File: config.mk
export PLATFORM = sky130hd
export DESIGN_NAME = csi_packet_parse
export DESIGN_NICKNAME = d
export VERILOG_FILES = /design/src/rtl/csi_pkg.sv /design/src/rtl/csi_crc16.sv /design/src/rtl/csi_packet_parse.sv
export SDC_FILE = /design/constraint.sdc
export NUM_CORES = 1
export LEC_CHECK = 0
export ABC_AREA = 1
export CAP_MARGIN = 25
export CORE_ASPECT_RATIO = 0.7
export CORE_MARGIN = 4
export CORE_UTILIZATION = 60
export CTS_CLUSTER_DIAMETER = 80
export CTS_CLUSTER_SIZE = 20
export DETAILED_ROUTE_END_ITERATION = 10
export PLACE_DENSITY = 0.85
export REMOVE_ABC_BUFFERS = 1
export SLEW_MARGIN = 20
export SYNTH_ARGS = -nofsm -noshare
export SYNTH_HDL_FRONTEND = slang
export SYNTH_SLANG_ARGS = --single-unit
File: constraint.sdc
create_clock -name clk -period 4.7 [get_ports clk]
set_input_delay 1.175 -clock clk [delete_from_list [all_inputs] [get_ports clk]]
set_output_delay 1.175 -clock clk [all_outputs]
set_load 0.01 [all_outputs]
File: src/rtl/csi_pkg.sv
// Shared constants for the CSI-2 packet parser: data types, CRC, FSM encoding.
package csi_pkg;

    // Data type codes
    localparam logic [5:0] DT_FS       = 6'h00;
    localparam logic [5:0] DT_FE       = 6'h01;
    localparam logic [5:0] DT_LS       = 6'h02;
    localparam logic [5:0] DT_LE       = 6'h03;
    localparam logic [5:0] DT_RAW8     = 6'h2A;
    localparam logic [5:0] DT_RAW10    = 6'h2B;
    // Data types below this value are short packets
    localparam logic [5:0] DT_LONG_MIN = 6'h10;

    // CRC-16 x^16+x^12+x^5+1, processed LSB first (reflected form of 0x1021)
    localparam logic [15:0] CRC_POLY = 16'h8408;
    localparam logic [15:0] CRC_SEED = 16'hFFFF;

    typedef enum logic [2:0] {
        ST_IDLE     = 3'd0,
        ST_HDR1     = 3'd1,
        ST_PAYLOAD  = 3'd2,
        ST_CRC_HI   = 3'd3,
        ST_WAIT_END = 3'd4
    } csi_state_e;

endpackage

File: src/rtl/csi_crc16.sv
// Combinational one-byte update of the CSI-2 payload CRC (LSB-first, reflected).
module csi_crc16
    import csi_pkg::*;
(
    input  logic [15:0] crc_in,
    input  logic [7:0]  data,
    output logic [15:0] crc_out
);

    logic [15:0] c;

    // Shift the eight data bits in, bit 0 first
    always_comb begin
        c = crc_in;
        for (int i = 0; i < 8; i++) begin
            if (c[0] ^ data[i]) begin
                c = (c >> 1) ^ CRC_POLY;
            end else begin
                c = c >> 1;
            end
        end
        crc_out = c;
    end

endmodule

File: src/rtl/csi_packet_parse.sv
// CSI-2 packet parser for a two-lane aligned word stream.
// Handshake: word_in_valid is a qualifier only (no ready); it is high for every
// word of one HS burst and low between bursts. Outputs are registered and appear
// one cycle after the word that produced them; pulses last exactly one cycle.
module csi_packet_parse
    import csi_pkg::*;
#(
    parameter bit CHECK_CRC = 1'b1
) (
    input  logic        clk,
    input  logic        resetn,
    input  logic [15:0] word_in,
    input  logic        word_in_valid,
    output logic [1:0]  pkt_vc,
    output logic [5:0]  pkt_dt,
    output logic [15:0] pkt_wc,
    output logic        short_valid,
    output logic [15:0] payload_data,
    output logic        payload_valid,
    output logic        payload_last,
    output logic [1:0]  payload_be,
    output logic        pkt_done,
    output logic        crc_err,
    output logic        trunc_err,
    output csi_state_e  fsm_state
);

    csi_state_e  state, state_nxt;
    logic [7:0]  di_q, wc_lo_q, crc_lo_q;
    logic [15:0] remaining_q, crc_q, crc_mid, crc_two, crc_rx;
    logic        is_short;

    logic [1:0]  pkt_vc_d;
    logic [5:0]  pkt_dt_d;
    logic [15:0] pkt_wc_d, payload_data_d;
    logic [1:0]  payload_be_d;
    logic        short_valid_d, payload_valid_d, payload_last_d;
    logic        pkt_done_d, crc_err_d, trunc_err_d;

    assign fsm_state = state;
    assign is_short  = (di_q[5:0] < DT_LONG_MIN);

    // Two byte updates in series: lane0 byte first, then lane1 byte
    csi_crc16 u_crc_lane0 (.crc_in(crc_q),   .data(word_in[15:8]), .crc_out(crc_mid));
    csi_crc16 u_crc_lane1 (.crc_in(crc_mid), .data(word_in[7:0]),  .crc_out(crc_two));

    // Received CRC: low byte travels first, either in this word or held from the last payload word
    assign crc_rx = (state == ST_CRC_HI) ? {word_in[15:8], crc_lo_q}
                                         : {word_in[7:0], word_in[15:8]};

    // State register
    always_ff @(posedge clk or negedge resetn) begin
        if (!resetn) state <= ST_IDLE;
        else         state <= state_nxt;
    end

    // Next-state logic; a dropped valid mid-packet abandons it
    always_comb begin
        state_nxt = state;
        case (state)
            ST_IDLE:     if (word_in_valid) state_nxt = ST_HDR1;
            ST_HDR1:     if (!word_in_valid)  state_nxt = ST_IDLE;
                         else if (is_short)   state_nxt = ST_WAIT_END;
                         else                 state_nxt = ST_PAYLOAD;
            ST_PAYLOAD:  if (!word_in_valid)              state_nxt = ST_IDLE;
                         else if (remaining_q == 16'd1)   state_nxt = ST_CRC_HI;
                         else if (remaining_q == 16'd0)   state_nxt = ST_WAIT_END;
            ST_CRC_HI:   if (!word_in_valid) state_nxt = ST_IDLE;
                         else                state_nxt = ST_WAIT_END;
            ST_WAIT_END: if (!word_in_valid) state_nxt = ST_IDLE;
            default:     state_nxt = ST_IDLE;
        endcase
    end

    // Header fields, remaining byte count and running CRC
    always_ff @(posedge clk or negedge resetn) begin
        if (!resetn) begin
            di_q        <= '0;
            wc_lo_q     <= '0;
            crc_lo_q    <= '0;
            remaining_q <= '0;
            crc_q       <= CRC_SEED;
        end else if (word_in_valid) begin
            case (state)
                ST_IDLE: begin
                    di_q    <= word_in[15:8];
                    wc_lo_q <= word_in[7:0];
                    crc_q   <= CRC_SEED;
                end
                ST_HDR1: remaining_q <= {word_in[15:8], wc_lo_q};
                ST_PAYLOAD: begin
                    if (remaining_q >= 16'd2) begin
                        remaining_q <= remaining_q - 16'd2;
                        crc_q       <= crc_two;
                    end else if (remaining_q == 16'd1) begin
                        remaining_q <= 16'd0;
                        crc_q       <= crc_mid;
                        crc_lo_q    <= word_in[7:0];
                    end
                end
                default: ;
            endcase
        end
    end

    // Output decode: next value of every registered output
    always_comb begin
        pkt_vc_d        = pkt_vc;
        pkt_dt_d        = pkt_dt;
        pkt_wc_d        = pkt_wc;
        short_valid_d   = 1'b0;
        payload_data_d  = '0;
        payload_valid_d = 1'b0;
        payload_last_d  = 1'b0;
        payload_be_d    = '0;
        pkt_done_d      = 1'b0;
        crc_err_d       = 1'b0;
        trunc_err_d     = 1'b0;
        if (!word_in_valid) begin
            trunc_err_d = (state == ST_HDR1) || (state == ST_PAYLOAD) || (state == ST_CRC_HI);
        end else begin
            case (state)
                ST_HDR1: begin
                    pkt_vc_d      = di_q[7:6];
                    pkt_dt_d      = di_q[5:0];
                    pkt_wc_d      = {word_in[15:8], wc_lo_q};
                    short_valid_d = is_short;
                end
                ST_PAYLOAD: begin
                    if (remaining_q != 16'd0) begin
                        payload_valid_d = 1'b1;
                        payload_data_d  = word_in;
                        payload_be_d    = (remaining_q == 16'd1) ? 2'b10 : 2'b11;
                        payload_last_d  = (remaining_q <= 16'd2);
                    end else begin
                        pkt_done_d = 1'b1;
                        crc_err_d  = CHECK_CRC && (crc_rx != crc_q);
                    end
                end
                ST_CRC_HI: begin
                    pkt_done_d = 1'b1;
                    crc_err_d  = CHECK_CRC && (crc_rx != crc_q);
                end
                default: ;
            endcase
        end
    end

    // Output registers
    always_ff @(posedge clk or negedge resetn) begin
        if (!resetn) begin
            pkt_vc        <= '0;
            pkt_dt        <= '0;
            pkt_wc        <= '0;
            short_valid   <= 1'b0;
            payload_data  <= '0;
            payload_valid <= 1'b0;
            payload_last  <= 1'b0;
            payload_be    <= '0;
            pkt_done      <= 1'b0;
            crc_err       <= 1'b0;
            trunc_err     <= 1'b0;
        end else begin
            pkt_vc        <= pkt_vc_d;
            pkt_dt        <= pkt_dt_d;
            pkt_wc        <= pkt_wc_d;
            short_valid   <= short_valid_d;
            payload_data  <= payload_data_d;
            payload_valid <= payload_valid_d;
            payload_last  <= payload_last_d;
            payload_be    <= payload_be_d;
            pkt_done      <= pkt_done_d;
            crc_err       <= crc_err_d;
            trunc_err     <= trunc_err_d;
        end
    end

endmodule

# --- Word level (Yosys, flattened, before mapping) ---
# Cells that the tools add are included.
totals:
  ramBits: 0
  wordCells: 131
  romBits: 0
  out_inout_bits: 51
  in_bits: 19
  latch_bits: 0
  memories: 0
  register_bits: 107
op_classes:
  multipliers: 0
  muxes: 54
  n_shift: 0
  n_eq_ne: 10
  add_sub_neg: 1
  order_cmp: 3
  div: 0
  bitwise_logic: 33
  n_reduce_logical: 13
ops:
  columns: ["op", "n"]
  rows:
  - ["16-bit two-way mux", 24]
  - ["16-bit one-hot mux with 2 select lines", 2]
  - ["2-bit inverter with 3-bit output", 16]
  - ["3-bit two-way mux", 8]
  - ["16-bit by 1-bit == test with 1-bit output, second input constant", 1]
  - ["16-bit by 2-bit >= comparator with 1-bit output, second input constant", 1]
  - ["16-bit by 2-bit <= comparator with 1-bit output, second input constant", 1]
  - ["16-bit logical NOT", 1]
  - ["16-bit != test", 1]
  - ["16-bit nonzero test", 1]
  - ["16-bit by 2-bit subtractor with 16-bit output, second input constant", 1]
  - ["1-bit bitwise XOR", 16]
  - ["3-bit one-hot mux with 5 select lines", 1]
  - ["1-bit two-way mux", 14]
  - ["3-bit AND reduction", 3]
  - ["3-bit by 2-bit == test with 1-bit output, second input constant", 2]
  - ["6-bit by 5-bit less-than comparator with 1-bit output, second input constant", 1]
  - ["2-bit two-way mux", 3]
  - ["2-bit != test, second input constant", 2]
  - ["4-bit != test, second input constant", 1]
  - ["1-bit one-hot mux with 2 select lines", 2]
  - ["2-bit AND reduction", 2]
  - ["4-bit AND reduction", 1]
  - ["2-bit nonzero test", 2]
  - ["other kinds (6)", 7]

# --- Depth between registers and ports, before layout ---
depth:
  ltp_word: 34
  depth_mapped: 15
  mapped_depth_nobuf: 15

# --- Cells and area by module ---
# A second synthesis with hierarchy kept.
hier_totals:
  cells_unflattened: 851
  area_unflattened_um2: 6039.5
by_module_without_submodules:
  columns: ["mod", "area_each_um2", "instances", "cells_per_inst"]
  rows:
  - ["csi_packet_parse", 5098.6, 1, 635]
  - ["csi_crc16", 470.5, 2, 108]

# --- Least setup slack after synthesis ---
# No wires, ideal clock.
synth_path:
  kind: "input port to flip-flop"
  from: "input port word_in[10]"
  to: "register crc_q[2]"
  n_path_buf: 0
  cell_stages: 13
  setup_slack_ns: 2.324
  arrival_time_ns: 2.303
  setup_ns: 0.073
  path_cell_list: "inv_1 nand2_1 nand2_1 nand2_1 nand2_1 nand2_1 nand2_1 nand2_1 nand2_2 nand2_1 nand3b_1 nand3_1 a21boi_1"
synth_via:
  elab_chain_cells: 20
  word_cells_on_any_way: 23
  cone_classes: "17 x mux; 6 x bitwise"
synth_rtl:
  columns: ["item", "line_no", "text"]
  rows:
  - ["start, declared", "csi_packet_parse.sv:12", "input logic [15:0] word_in,"]
  - ["1-bit bitwise XOR *", "csi_crc16.sv:16", "if (c[0] ^ data[i]) begin"]
  - ["16-bit two-way mux * (4 in a row)", "csi_crc16.sv:16", null]
  - ["1-bit bitwise XOR", "csi_crc16.sv:16", null]
  - ["16-bit two-way mux * (2 in a row)", "csi_crc16.sv:16", null]
  - ["16-bit two-way mux (2 in a row)", "csi_crc16.sv:16", null]
  - ["1-bit bitwise XOR", "csi_crc16.sv:16", null]
  - ["16-bit two-way mux (4 in a row)", "csi_crc16.sv:16", null]
  - ["1-bit bitwise XOR", "csi_crc16.sv:16", null]
  - ["16-bit two-way mux (2 in a row)", "csi_crc16.sv:16", null]
  - ["16-bit two-way mux *", "csi_packet_parse.sv:92", "if (remaining_q >= 16'd2) begin"]
  - ["16-bit one-hot mux with 2 select lines *", "csi_packet_parse.sv:84", "case (state)"]
  - ["end signal, assigned", "csi_packet_parse.sv:94", "crc_q <= crc_two;"]
  - ["end signal, assigned", "csi_packet_parse.sv:97", "crc_q <= crc_mid;"]
  - ["end, declared", "csi_packet_parse.sv:30", "logic [15:0] remaining_q, crc_q, crc_mid, crc_two, crc_rx;"]
# Mark *: on every way between the ends. The rest lies on a longest branch, timed or not. The select of a mux whose other input is x is not followed.
# A chain may end at the register's enable or synchronous reset.

# --- Final worst setup path ---
layout_path:
  from: "input port word_in_valid"
  to: "register payload_data[12]"
layout_via:
  elab_chain_cells: 1
layout_rtl:
  columns: ["item", "line_no", "text"]
  rows:
  - ["start, declared", "csi_packet_parse.sv:13", "input logic word_in_valid,"]
  - ["16-bit two-way mux", "csi_packet_parse.sv:119", "if (!word_in_valid) begin"]
  - ["named net payload_data_d[12]", "csi_packet_parse.sv:35", "logic [15:0] pkt_wc_d, payload_data_d;"]
  - ["end signal, assigned", "csi_packet_parse.sv:168", "payload_data <= payload_data_d;"]
  - ["end, declared", "csi_packet_parse.sv:18", "output logic [15:0] payload_data,"]
# The timed path passes the listed nets, and every way through them passes these cells.

==> flow_metrics.tcl <==
set metrics [dict create \
    status "finished clean" \
    final.setup.worst_slack_ns 1.36 \
    hold_ws_ns 0.485 \
    cts_buffer_depth 2 \
    cts-resized-gates 0 \
    cts_max_level 3 \
    final_nets 807 \
    powerDensity_nw_per_um2 663 \
    clk_latency_ns 0.35 \
    ys_warn_count 0 \
    crit_start "word_in_valid" \
    die_area_um2 11100 \
    grt_pass1_vias 5225 \
    grt_pass1_wl_mm 27.7 \
    syn-cell-area_um2 5700 \
    worst-slew-pin-transition_ns 0.946 \
    root_buffer "clkbuf_16" \
    yosys-top-cells-area "dfrtp_1, nand2_1, dfstp_2" \
    netlist.area_leader.share_pct 39.5 \
    crit_path_cell_trace "clkdlybuf4s50_1, inv_1, nor2_1, o22ai_2, buf_4, nor2_2, inv_2, nor2_1" \
    rsz0062_at_grt "false" \
    grt_max_degree 54 \
    relSlewSlack_pct 36.8 \
    synth_top_area_cell "dfrtp_1" \
    cts.sinks 106 \
    critical_path_arrival_ns 3.62 \
    totalWireLength_mm 17.1 \
    irDropWorstVdd_uv 368 \
    r2r_end "payload_data[12]$_DFF_PN0_" \
    gp_congestion 0.973 \
    final_max_slew_viol_count 0 \
    place_hpwl_mm 12.4 \
    fin_setup_tns_ns 0 \
    final.min_clock_period_ns 3.34 \
    cap_violations 0 \
    gr-usage-all-layers_pct 32.2 \
    crit_type "in -> reg" \
    worst-path-buf-inv 4 \
    required_ns 4.97 \
    dp_worst_setup_slack_ns 1.07 \
    cts_setup_buffers 0 \
    worstHoldPathType "reg -> reg" \
    finalHoldViolCount 0 \
    min_path_cells 2 \
    layout_worst_path_cycle_share_pct 71.1 \
    area_growth_pct 18.3 \
    synth.distinct_cells 38 \
    vias_per_cell 5.91 \
    reg2reg_slack_ns 1.93 \
    vias 5409 \
    antenna_found_initial 0 \
    synth-seq-cells 106 \
    drc 0 \
    drtAntennaViolNets 0 \
    dr.pass1.iters 8 \
    use_met2_pct 50.5 \
    fmax_mhz 299 \
    busiest_layer "met2" \
    final-instance-count-excl-fill 916 \
    startpoint_type "input port" \
    worstReg2RegStart "fsm_state[0]$_DFFE_PN0P_" \
    finalPower_mw 4.47 \
    power_leakage_nw 3.36 \
    drive_gt1_share_pct 7.32 \
    io_buffers 69 \
    hold_end "pkt_wc[2]$_DFFE_PN0P_" \
    cts_buffers 9 \
    cpMostUsedCell "nor2_1" \
    core_region_area_um2 9140 \
    setup_viol 0 \
    cp_max_fo 17 \
    grtUsageMet3_pct 8.48 \
    ys_seq_area_share_pct 46.9 \
    insertedDiodeCount 0 \
    synthCells 725 \
    grt_overflow 0 \
    holdBufCountCts 0 \
    cts_tree "built" \
    die_h_um 89.5 \
    hp-start "pkt_wc[2]$_DFFE_PN0P_" \
    reg2reg_depth 9 \
    synth_edf_count 0 \
    synthArstFlopShare_pct 100 \
    routedWlPerCell_um 18.6 \
    start_util_pct 62.3 \
    cp_top_family "buffers and inverters" \
    rows 29 \
    ys.flop_type "dfrtp_1" \
    dp_cells 900 \
    use_met1_pct 44.3 \
    pin_count 70 \
    crit_path_top_delay_cell "clkdlybuf4s50_1" \
    clk_pin_slew_ns 0.07 \
    avgSynthCellArea_um2 7.86 \
    finClkSkew_ns 0.00570 \
    cp_slowest_stage_delay_ns 0.56 \
    drt_iter0_drc 568 \
    end_kind "register" \
    die_w_um 124 \
]
## layout by cell type (no fill, tap or decap), types with 2 or more instances in the layout
cell type,netlist,layout
inv_1,85,85
buf_4,2,6
xnor2_1,8,8
clkdlybuf4s50_1,0,68
nand2_1,187,187
dfrtp_1,90,90
dfstp_2,16,16
inv_2,7,7
o21ai_0,80,80
o22ai_1,16,16
nand3_1,68,68
a21boi_1,7,7
nand4_1,6,6
clkinvlp_4,0,2
a21oi_1,11,11
nor2_4,3,3
nor2_1,44,44
nand2_2,5,5
clkbuf_16,0,9
a22oi_1,2,2
xor2_1,34,34
o21ai_1,9,9
nor3_1,6,6
nand3b_1,5,5
## worst register-to-register path, stage by stage, from the launching register on
cell and delay [ns]:
dfrtp_1 0.43, inv_2 0.09, nand3_2 0.26, inv_1 0.33, nand2_4 0.26, o22ai_2 0.09
buf_4 0.23, nor2_2 0.47, inv_2 0.34, nor2_1 0.20
## kinds of logic (layout without fill, tap and decap cells)
family,after synthesis,count (layout),share of synthesized area [%]
AND/OR/NAND/NOR,327,327,24.7
flip-flops,106,106,46.9
XOR/XNOR,42,42,6.46
buffers and inverters,116,183,8.61
adder cells (fa/ha/maj),1,1,0.220
AO/OA/AOI/OAI,133,133,13.1
## layer usage
layer / vias up / share of wire, %
met5: - / 0
met4: 0 / 2.4
met3: 47 / 10
met2: 325 / 43
met1: 2575 / 44
li1: 2462 / -
## cell usage after synthesis, types with 2 or more instances
master      n
nand2_1   187
dfrtp_1    90
inv_1      85
o21ai_0    80
nand3_1    68
nor2_1     44
xor2_1     34
dfstp_2    16
o22ai_1    16
clkbuf_1   12
a21oi_1    11
o21ai_1     9
xnor2_1     8
a21boi_1    7
inv_2       7
nand4_1     6
nor3_1      6
nand2_2     5
nand3b_1    5
buf_2       4
buf_6       4
nor2_4      3
a22oi_1     2
buf_4       2
## flip-flops by register name (all words and copies together), names as in the netlist
| register | flops |
|---|---|
| crc_q | 16 |
| payload_data | 16 |
| pkt_wc | 16 |
| remaining_q | 16 |
| crc_lo_q | 8 |
| di_q | 8 |
| wc_lo_q | 8 |
| pkt_dt | 6 |
| fsm_state | 3 |
| payload_be | 2 |
| pkt_vc | 2 |
| crc_err | 1 |
| payload_last | 1 |
| pkt_done | 1 |
| short_valid | 1 |
| trunc_err | 1 |
## report_power, final
group / switching [mW] / internal (mW) / leakage, nW
Combinational: 1.40 / 0.810 / 1.88
Sequential: 0.218 / 1.27 / 1.34
Clock: 0.353 / 0.420 / 0.141
## metrics by stage
step	utilization, %	area, um2
final	73.7	6740
after detailed placement	70.4	6440
after global routing	73.7	6740
after CTS	73.7	6740
after global placement	70.4	6440
after floorplan	-	5560
## worst max-delay path by stage
stage                                       to  slack, ns  cells past startpoint
floorplan            payload_data[0]$_DFF_PN0_       1.53                      6
global placement     payload_data[9]$_DFF_PN0_       1.10                      8
detailed placement  payload_data[14]$_DFF_PN0_       1.07                      8
CTS                  payload_data[8]$_DFF_PN0_       1.42                      8
global route         payload_data[8]$_DFF_PN0_       1.22                      8
finish              payload_data[12]$_DFF_PN0_       1.36                      8
## layout make-up
cell class,count,area (um2)
well taps,124,155
fillers,712,2400
clock buffers,10,229
multi-input cells,503,2530
inverters,93,352
clock inverters,6,73.8
repair buffers,74,726
flip-flops and latches,106,2670
No activity file was read; power rests on OpenSTA's default activity.
